**config.mk**
```make
export PLATFORM = sky130hd
export DESIGN_NAME = fc_layer_par_stream
export DESIGN_NICKNAME = d
export VERILOG_FILES = /design/src/rtl/fc_layer_par_stream.sv
export SDC_FILE = /design/constraint.sdc
export NUM_CORES = 2
export LEC_CHECK = 0
export CORE_MARGIN = 4
export CORE_UTILIZATION = 55
export DETAILED_ROUTE_END_ITERATION = 8
export GPL_ROUTABILITY_DRIVEN = 0
export PLACE_DENSITY = 0.73
export SETUP_SLACK_MARGIN = 0.5
export SLEW_MARGIN = 25
export SYNTH_ARGS = -nofsm -noshare
export SYNTH_HDL_FRONTEND = slang
export SYNTH_SLANG_ARGS = --single-unit
```
**constraint.sdc**
```tcl
create_clock -name clk -period 19.1 [get_ports clk]
set_input_delay 3.82 -clock clk [delete_from_list [all_inputs] [get_ports clk]]
set_output_delay 3.82 -clock clk [all_outputs]
set_load 0.05 [all_outputs]
```
**src/rtl/fc_layer_par_stream.sv**
```systemverilog
// Fully-connected layer y = act(W*x + b) with run-time loaded weights, P parallel MAC
// lanes, a double-buffered input vector and a P-entry output buffer.
module fc_layer_par_stream #(
  parameter int M    = 8,
  parameter int N    = 8,
  parameter int T    = 16,
  parameter int P    = 2,
  parameter int RELU = 1
) (
  input  logic         clk,
  input  logic         reset,
  input  logic         cfg_valid,
  output logic         cfg_ready,
  input  logic [T-1:0] cfg_data,
  input  logic         s_valid,
  output logic         s_ready,
  input  logic [T-1:0] data_in,
  output logic         m_valid,
  input  logic         m_ready,
  output logic [T-1:0] data_out
);

  localparam int G  = M / P;
  localparam int AW = 2 * T + $clog2(N + 1);
  localparam int CW = (N > 1) ? $clog2(N) : 1;
  localparam int LW = (P > 1) ? $clog2(P) : 1;
  localparam int GW = (G > 1) ? $clog2(G) : 1;

  localparam logic signed [AW-1:0] SAT_MAX = {{(AW-T+1){1'b0}}, {(T-1){1'b1}}};
  localparam logic signed [AW-1:0] SAT_MIN = {{(AW-T+1){1'b1}}, {(T-1){1'b0}}};

  localparam logic [1:0] CFG_W = 2'd0;
  localparam logic [1:0] CFG_B = 2'd1;
  localparam logic [1:0] RUN   = 2'd2;

  logic [1:0]          r_state;
  logic [CW-1:0]       r_col;
  logic [LW-1:0]       r_lane;
  logic [GW-1:0]       r_cgrp;

  logic signed [T-1:0] r_w [P][G][N];
  logic signed [T-1:0] r_b [P][G];
  logic signed [T-1:0] r_x [2][N];

  logic [1:0]          r_full;
  logic                r_fill_sel;
  logic [CW-1:0]       r_fill_cnt;

  logic                r_cmp_sel;
  logic                r_busy;
  logic                r_wb;
  logic [GW-1:0]       r_grp;
  logic [CW-1:0]       r_j;
  logic signed [AW-1:0] r_acc [P];

  logic signed [T-1:0] r_obuf [P];
  logic                r_ovalid;
  logic [LW-1:0]       r_oidx;

  logic                w_cfg_hs, w_s_hs, w_m_hs, w_reload, w_clear;
  logic                w_start, w_mac, w_wb_load, w_last_grp;
  logic                w_col_last, w_lane_last, w_cgrp_last;
  logic [GW-1:0]       w_grp_nxt, w_bgrp;
  logic signed [T-1:0] w_xsel;
  logic signed [AW-1:0] w_xext;
  logic signed [AW-1:0] w_wext [P];
  logic signed [AW-1:0] w_bext [P];
  logic signed [T-1:0] w_res  [P];

  assign cfg_ready = (r_state != RUN) || (r_full == 2'b00 && !r_busy && !r_ovalid);
  assign s_ready   = (r_state == RUN) && !r_full[r_fill_sel];
  assign m_valid   = r_ovalid;
  assign data_out  = r_obuf[r_oidx];

  assign w_cfg_hs  = cfg_valid && cfg_ready;
  assign w_s_hs    = s_valid && s_ready;
  assign w_m_hs    = r_ovalid && m_ready;
  assign w_reload  = w_cfg_hs && (r_state == RUN);
  assign w_clear   = reset || w_reload;

  assign w_col_last  = (r_col == CW'(N - 1));
  assign w_lane_last = (r_lane == LW'(P - 1));
  assign w_cgrp_last = (r_cgrp == GW'(G - 1));

  assign w_start    = !r_busy && r_full[r_cmp_sel];
  assign w_mac      = r_busy && !r_wb;
  assign w_wb_load  = r_busy && r_wb && !r_ovalid;
  assign w_last_grp = (r_grp == GW'(G - 1));
  assign w_grp_nxt  = r_grp + 1'b1;
  assign w_bgrp     = w_start ? '0 : w_grp_nxt;
  assign w_xsel     = r_x[r_cmp_sel][r_j];

  // A config word seen in RUN is W[0][0] of a reload: counters are all zero there.
  always_ff @(posedge clk) begin
    if (reset) begin
      r_state <= CFG_W;
      r_col   <= '0;
      r_lane  <= '0;
      r_cgrp  <= '0;
    end else if (w_cfg_hs) begin
      if (r_state == CFG_B) begin
        r_lane <= w_lane_last ? '0 : r_lane + 1'b1;
        if (w_lane_last) begin
          r_cgrp <= w_cgrp_last ? '0 : r_cgrp + 1'b1;
          if (w_cgrp_last) r_state <= RUN;
        end
      end else begin
        r_state <= CFG_W;
        r_col   <= w_col_last ? '0 : r_col + 1'b1;
        if (w_col_last) begin
          r_lane <= w_lane_last ? '0 : r_lane + 1'b1;
          if (w_lane_last) begin
            r_cgrp <= w_cgrp_last ? '0 : r_cgrp + 1'b1;
            if (w_cgrp_last) r_state <= CFG_B;
          end
        end
      end
    end
  end

  always_ff @(posedge clk) begin
    if (w_cfg_hs && r_state == CFG_B) r_b[r_lane][r_cgrp] <= cfg_data;
    if (w_cfg_hs && r_state != CFG_B) r_w[r_lane][r_cgrp][r_col] <= cfg_data;
    if (w_s_hs) r_x[r_fill_sel][r_fill_cnt] <= data_in;
  end

  always_ff @(posedge clk) begin
    if (w_clear) begin
      r_full     <= '0;
      r_fill_sel <= 1'b0;
      r_fill_cnt <= '0;
    end else begin
      if (w_s_hs) begin
        if (r_fill_cnt == CW'(N - 1)) begin
          r_full[r_fill_sel] <= 1'b1;
          r_fill_sel         <= ~r_fill_sel;
          r_fill_cnt         <= '0;
        end else begin
          r_fill_cnt <= r_fill_cnt + 1'b1;
        end
      end
      if (w_wb_load && w_last_grp) r_full[r_cmp_sel] <= 1'b0;
    end
  end

  always_ff @(posedge clk) begin
    if (w_clear) begin
      r_busy    <= 1'b0;
      r_wb      <= 1'b0;
      r_grp     <= '0;
      r_j       <= '0;
      r_cmp_sel <= 1'b0;
    end else if (w_start) begin
      r_busy <= 1'b1;
      r_wb   <= 1'b0;
      r_grp  <= '0;
      r_j    <= '0;
    end else if (w_mac) begin
      if (r_j == CW'(N - 1)) begin
        r_wb <= 1'b1;
        r_j  <= '0;
      end else begin
        r_j <= r_j + 1'b1;
      end
    end else if (w_wb_load) begin
      r_wb <= 1'b0;
      if (w_last_grp) begin
        r_busy    <= 1'b0;
        r_grp     <= '0;
        r_cmp_sel <= ~r_cmp_sel;
      end else begin
        r_grp <= w_grp_nxt;
      end
    end
  end

  always_comb begin
    w_xext = {{(AW-T){w_xsel[T-1]}}, w_xsel};
    for (int unsigned k = 0; k < P; k++) begin
      w_wext[k] = {{(AW-T){r_w[k][r_grp][r_j][T-1]}}, r_w[k][r_grp][r_j]};
      w_bext[k] = {{(AW-T){r_b[k][w_bgrp][T-1]}}, r_b[k][w_bgrp]};
      w_res[k]  = r_acc[k][T-1:0];
      if (r_acc[k] > SAT_MAX)      w_res[k] = SAT_MAX[T-1:0];
      else if (r_acc[k] < SAT_MIN) w_res[k] = SAT_MIN[T-1:0];
      if (RELU != 0 && w_res[k][T-1]) w_res[k] = '0;
    end
  end

  // Accumulators hold during a writeback stall; the next group's bias is loaded on release.
  always_ff @(posedge clk) begin
    for (int unsigned k = 0; k < P; k++) begin
      if (w_clear)                                 r_acc[k] <= '0;
      else if (w_start || (w_wb_load && !w_last_grp)) r_acc[k] <= w_bext[k];
      else if (w_mac)                              r_acc[k] <= r_acc[k] + w_wext[k] * w_xext;
    end
  end

  always_ff @(posedge clk) begin
    if (reset) begin
      r_ovalid <= 1'b0;
      r_oidx   <= '0;
      for (int unsigned k = 0; k < P; k++) r_obuf[k] <= '0;
    end else if (w_wb_load) begin
      r_ovalid <= 1'b1;
      r_oidx   <= '0;
      for (int unsigned k = 0; k < P; k++) r_obuf[k] <= w_res[k];
    end else if (w_m_hs) begin
      if (r_oidx == LW'(P - 1)) begin
        r_ovalid <= 1'b0;
        r_oidx   <= '0;
      end else begin
        r_oidx <= r_oidx + 1'b1;
      end
    end
  end

endmodule

```
* Yosys cells after proc, flatten, opt, wreduce, memory -nomap -nowiden
Memory sizes are Yosys's and may differ from the RTL's. A register that Yosys moved wholly into a read port is not among the register bits.
Cells that the tools add are included.
** Storage, ports and cells
- Bits of input ports :: 37
- Word-level logic and storage cells :: 232
- Memory bits (read-only) :: 0
- Bits in latches :: 0
- Output and inout port bits :: 19
- Register bits :: 24
- Memories :: 5
- RAM bits :: 1510
** Cells by class
- Multiply operators :: 2
- Divide/modulo/power cells :: 0
- Muxes and demuxes :: 106
- Bitwise logic cells :: 20
- Add/subtract/negate cells :: 9
- Shift-type cells :: 0
- Reduce and logical (&&, ||, !) cells :: 46
- $lt $le $gt $ge :: 17
- Equality and inequality tests :: 13
** Memory list
- r_w :: depth 2, bits a word 512, rd ports 2, clocked after memory_dff 0, wr ports 1, line 41 : logic signed [T-1:0] r_w [P][G][N];
- r_x :: depth 2, bits a word 128, rd ports 1, clocked after memory_dff 1, wr ports 1, line 43 : logic signed [T-1:0] r_x [2][N];
- r_b :: depth 2, bits a word 64, rd ports 2, clocked after memory_dff 0, wr ports 1, line 42 : logic signed [T-1:0] r_b [P][G];
- r_acc :: depth 2, bits a word 36, rd ports 2, clocked after memory_dff 0, wr ports 2, line 54 : logic signed [AW-1:0] r_acc [P];
- r_obuf :: depth 2, bits a word 15, rd ports 1, clocked after memory_dff 1, wr ports 2, line 56 : logic signed [T-1:0] r_obuf [P];
** Operators by type and width (number)
- $mux W128 :: 6
- $bmux W128 S2 :: 2
- $mux W512 :: 1
- $mux W16 :: 17
- $demux W128 S2 :: 1
- $bmux W16 S3 :: 3
- $mux W36 :: 4
- $demux W16 S3 :: 2
- $add A36 B32 Y36 :: 2
- $gt A36 B16 Y1 const B :: 2
- $lt A36 B16 Y1 const B :: 2
- $bmux W16 S2 :: 2
- $mul A16 B16 Y32 :: 2
- $mux W64 :: 1
- $mux W15 :: 4
- $mux W1 :: 44
- $demux W16 S2 :: 1
- $mux W2 :: 13
- $logic_and A1 B1 Y1 :: 20
- $ge A4 B4 Y1 const B :: 3
- $not A3 Y4 :: 3
- $reduce_and A2 Y1 :: 6
- $reduce_bool A2 Y1 :: 6
- $add A3 B1 Y3 const B :: 3
- other kinds (26) :: 63

* Logic depth before layout (Yosys ltp)
- Depth after elaboration :: 11
- Gate-level depth with buffers :: 32
- Depth with buffers taken out :: 27

* Worst setup path after synthesis
OpenSTA, ideal clock, no wires.
- Kind :: flip-flop to flip-flop
- Start :: reg r_grp[1]
- End :: mem r_acc[0][34] (netlist name), data pin
- Period minus slack after synthesis :: 7927 ps
- Library setup time :: 270 ps
- Path slack :: 11173 ps
- Path buffers :: 4
- Data arrival time :: 7657 ps
- Stages on the path, launching flop included :: 29
- Data required time :: 18830 ps
- Cell sequence :: dfxtp_1 > buf_2 > buf_2 > buf_1 > mux4_2 > mux4_2 > mux2i_2 > buf_2 > nor2_1 > fa_1 > inv_1 > fa_1 > fa_1 > inv_1 > fa_1 > fa_1 > inv_1 > fa_1 > inv_1 > ha_1 > a21o_1 > a2111oi_0 > o21bai_1 > a221o_1 > a21oi_2 > a21oi_1 > a311oi_1 > xor2_1 > o21ai_0
** RTL lines
- start: declaration :: line 52 : logic [GW-1:0] r_grp;
- start signal: assignment :: line 172 : r_grp <= w_grp_nxt;
- end: declaration :: line 54

==> run metrics <==
Post-DP HPWL 120000 µm; vias in the first global route approximately 47000; Final Max Slew Viols 0; Synth Flop Type edfxtp_1; fillers between 10000 and 15000; CP peak stage delay about 0.85 ns; hold depth 2; Final Hold Vio Count 0; vias ~44000; CP Capture Type flip-flop; status complete, no violations; die area 0.156 mm²; syn_nets a little over 6000; Area contributors post-synth edfxtp_1, fa_1, mux4_2, inv_1, ha_1; fin crit share a little under three fifths; Fmax about 95 MHz; Clock transition at path regs 0.06 ns; die width 395 µm; FF-to-FF path depth 26; Clock Sinks approximately 1500; worst hold path class reg -> reg; synthesized area 0.0824 mm²; Hold EP r_state[0]$_SDFFE_PP0P_; leading post-synthesis cells by instance count edfxtp_1, inv_1, fa_1, nor2_1, mux4_2; I/O Buffers 54; asr flop ratio synth 0%; drt wl/cell 25.5 µm; Crit Path Category reg -> reg; setup TNS 0 ns; reg-to-reg critical path endpoint r_acc[1][34]$_SDFFCE_PN0P_; nets around 6200; Yosys cell types 73; proportion of layout cells with a drive suffix above 1 between 10% and 20%; row cnt roughly 140; via/cell ratio 5.89; initial antenna violation count 4; worst flop-to-flop path startpoint r_grp[0]$_SDFFE_PP0P_; WL final 191000 µm; FF+latch count, synth approximately 1500; drt drc 0; EDFF count, synth approximately 1500; R2R setup slack approximately 8.6 ns; placed instance area 0.0856 mm²; first-pass GRT wire length roughly 290000 µm; top-area cell type share of the netlist area between 50% and 60%; Die Y just under 400 µm; Pwr Total approximately 9.5 mW; core area roughly 0.15 mm²; total gr overflow 0; pin count of the biggest net entering global routing a little over 90; multi-input logic area 0.0328 mm²; delay-heaviest family, CP adder cells; Mean Syn Cell Area around 16 µm²; max cap viols 0; register area around 0.046 mm²; I/O pins 56; slowest CP cell dfxtp_4; cell mode on critical path fa_1; Final Skew 0.0423 ns; final instance area slightly above 0.09 mm²; CP Max Fanout 42; RSZ-0062 raised after global routing no; Final min period roughly 11 ns; CTS buffer count ~150; Skew-Pair Late Insertion Delay around 0.80 ns; Seq/Total Area, Yosys 55.6%; worst hold start r_state[0]$_SDFFE_PP0P_; actual slew at the worst max-slew pin ~1.1 ns; area delta synth->final 10.2%; CTS tree yes; post-synthesis cell count ~5200; Post-CTS Setup Bufs 0; CTS Hold Bufs 0; Initial Util roughly 56%; worst vdd ir 0.170 mV; drt first pass iters 6; top-count cell post-synth edfxtp_1; worst hold slack 0.525 ns; Setup crit start kind flip-flop; Buf/Inv on CP 6; PD cells 105 mW/mm²; Crit path required time ~20 ns; post-CTS resize count 0; WP data arrival 11.03 ns; clock buffer depth 3; Yosys Warn Count 0; Iter 0 DRT Violations about 4500; endpoints failing setup 0; Max-slew headroom 29.3%; P_leak between 30 and 40 nW; H-tree depth 4; Total GRT Usage ~25%; antenna-violating nets left 0; top cell type by total area after synthesis edfxtp_1; Critical Path Stages 26; clock root buffer clkbuf_16
==> worst max path at each step <==
stage | start | to | slack [ns]
after floorplan | r_grp[1]$_SDFFE_PP0P_ | r_acc[0][34]$_DFFE_PP_ | 11.17
after global placement | r_grp[0]$_SDFFE_PP0P_ | r_acc[1][34]$_SDFFCE_PN0P_ | 8.40
after detailed placement | r_grp[0]$_SDFFE_PP0P_ | r_acc[1][34]$_SDFFCE_PN0P_ | 8.23
after CTS | r_grp[0]$_SDFFE_PP0P_ | r_acc[1][34]$_SDFFCE_PN0P_ | 8.20
after global routing | r_grp[0]$_SDFFE_PP0P_ | r_acc[1][34]$_SDFFCE_PN0P_ | 7.68
final | r_grp[0]$_SDFFE_PP0P_ | r_acc[1][34]$_SDFFCE_PN0P_ | 8.56
==> metal layers <==
metal / GRT usage (%) / share of wire, % / vias up
met2: 39.9 / 48 / 1961
met5: 0 / 0.011 / -
met4: 6.08 / 2.3 / 4
met1: 35.9 / 41 / 23068
li1: - / - / 18792
met3: 4.69 / 8.5 / 275
==> kinds of logic after synthesis <==
group           share of synthesized area [%]
compound gates                           2.79
simple gates                             5.32
xor+xnor                                0.818
fa+ha+maj                                18.7
buf+inv                                  4.84
flops                                    55.6
mux                                      11.9
other cells                           0.00455
==> worst reg2reg max path, stage by stage, from the launching register on <==
cell and delay, ns:
dfxtp_4 0.85, buf_4 0.84, buf_4 0.75, mux4_2 0.64, mux4_2 0.58, mux2i_2 0.77, nor2_1 0.15, fa_1 0.57
inv_1 0.05, fa_1 0.45, fa_1 0.51, inv_1 0.05, fa_1 0.44, fa_1 0.51, inv_1 0.05, fa_1 0.47
inv_1 0.04, ha_1 0.35, a21oi_1 0.21, o21ai_0 0.17, a32oi_1 0.37, nor2_1 0.10, o32ai_1 0.51, o31ai_1 0.21
a311oi_1 0.34, xor2_1 0.18, o21ai_0 0.08
==> cell usage in the layout (no fill, tap or decap), drive strengths merged, types with 34 or more instances in the layout <==
cell              n
clkbuf          189
clkinv           58
nor2            425
xnor2            46
inv             765
o21a             35
o21ai            81
nand2           114
clkdlybuf4s50    38
buf             170
ha              225
edfxtp         1510
fa              628
mux2i            71
a21oi           100
mux4            380
nand2b          148
nor2b            92
mux2             34
==> layout make-up <==
class | instances | share of cell area (%)
timing repair buffer | 208 | 1.84
clock buffer | 189 | 4.47
multi-input combinational | 2703 | 36.1
inverter | 756 | 3.14
sequential | 1536 | 50.5
antenna | 1 | 0.00276
tap | 2002 | 2.76
clock inverter | 89 | 1.19
==> where the power goes <==
part           switching [mW]  leakage [nW]  internal (mW)  total (mW)
Sequential            0.00870          13.9           3.71        3.72
Clock                    1.29          2.51           1.77        3.06
Combinational            1.57          16.9           1.19        2.76
Total                    2.87          33.3           6.67        9.55
==> stage by stage <==
stage                     setup slack, ns  utilization (%)  cells
after floorplan                     11.17                -   5221
after global placement               8.40             57.7   7203
after detailed placement             8.23             57.7   7203
after CTS                            8.20             61.2   7481
after global routing                 7.68             61.2   7483
final                                8.56             61.2   7484
==> sequential cells by signal, summed over array words and instances (netlist names), 3 cells and up, named ones only <==
signal / flops
r_w: 1024
r_x: 256
r_b: 128
r_acc: 72
r_obuf: 30
r_col: 3
r_fill_cnt: 3
r_j: 3
(Power assumes the default switching activity.)
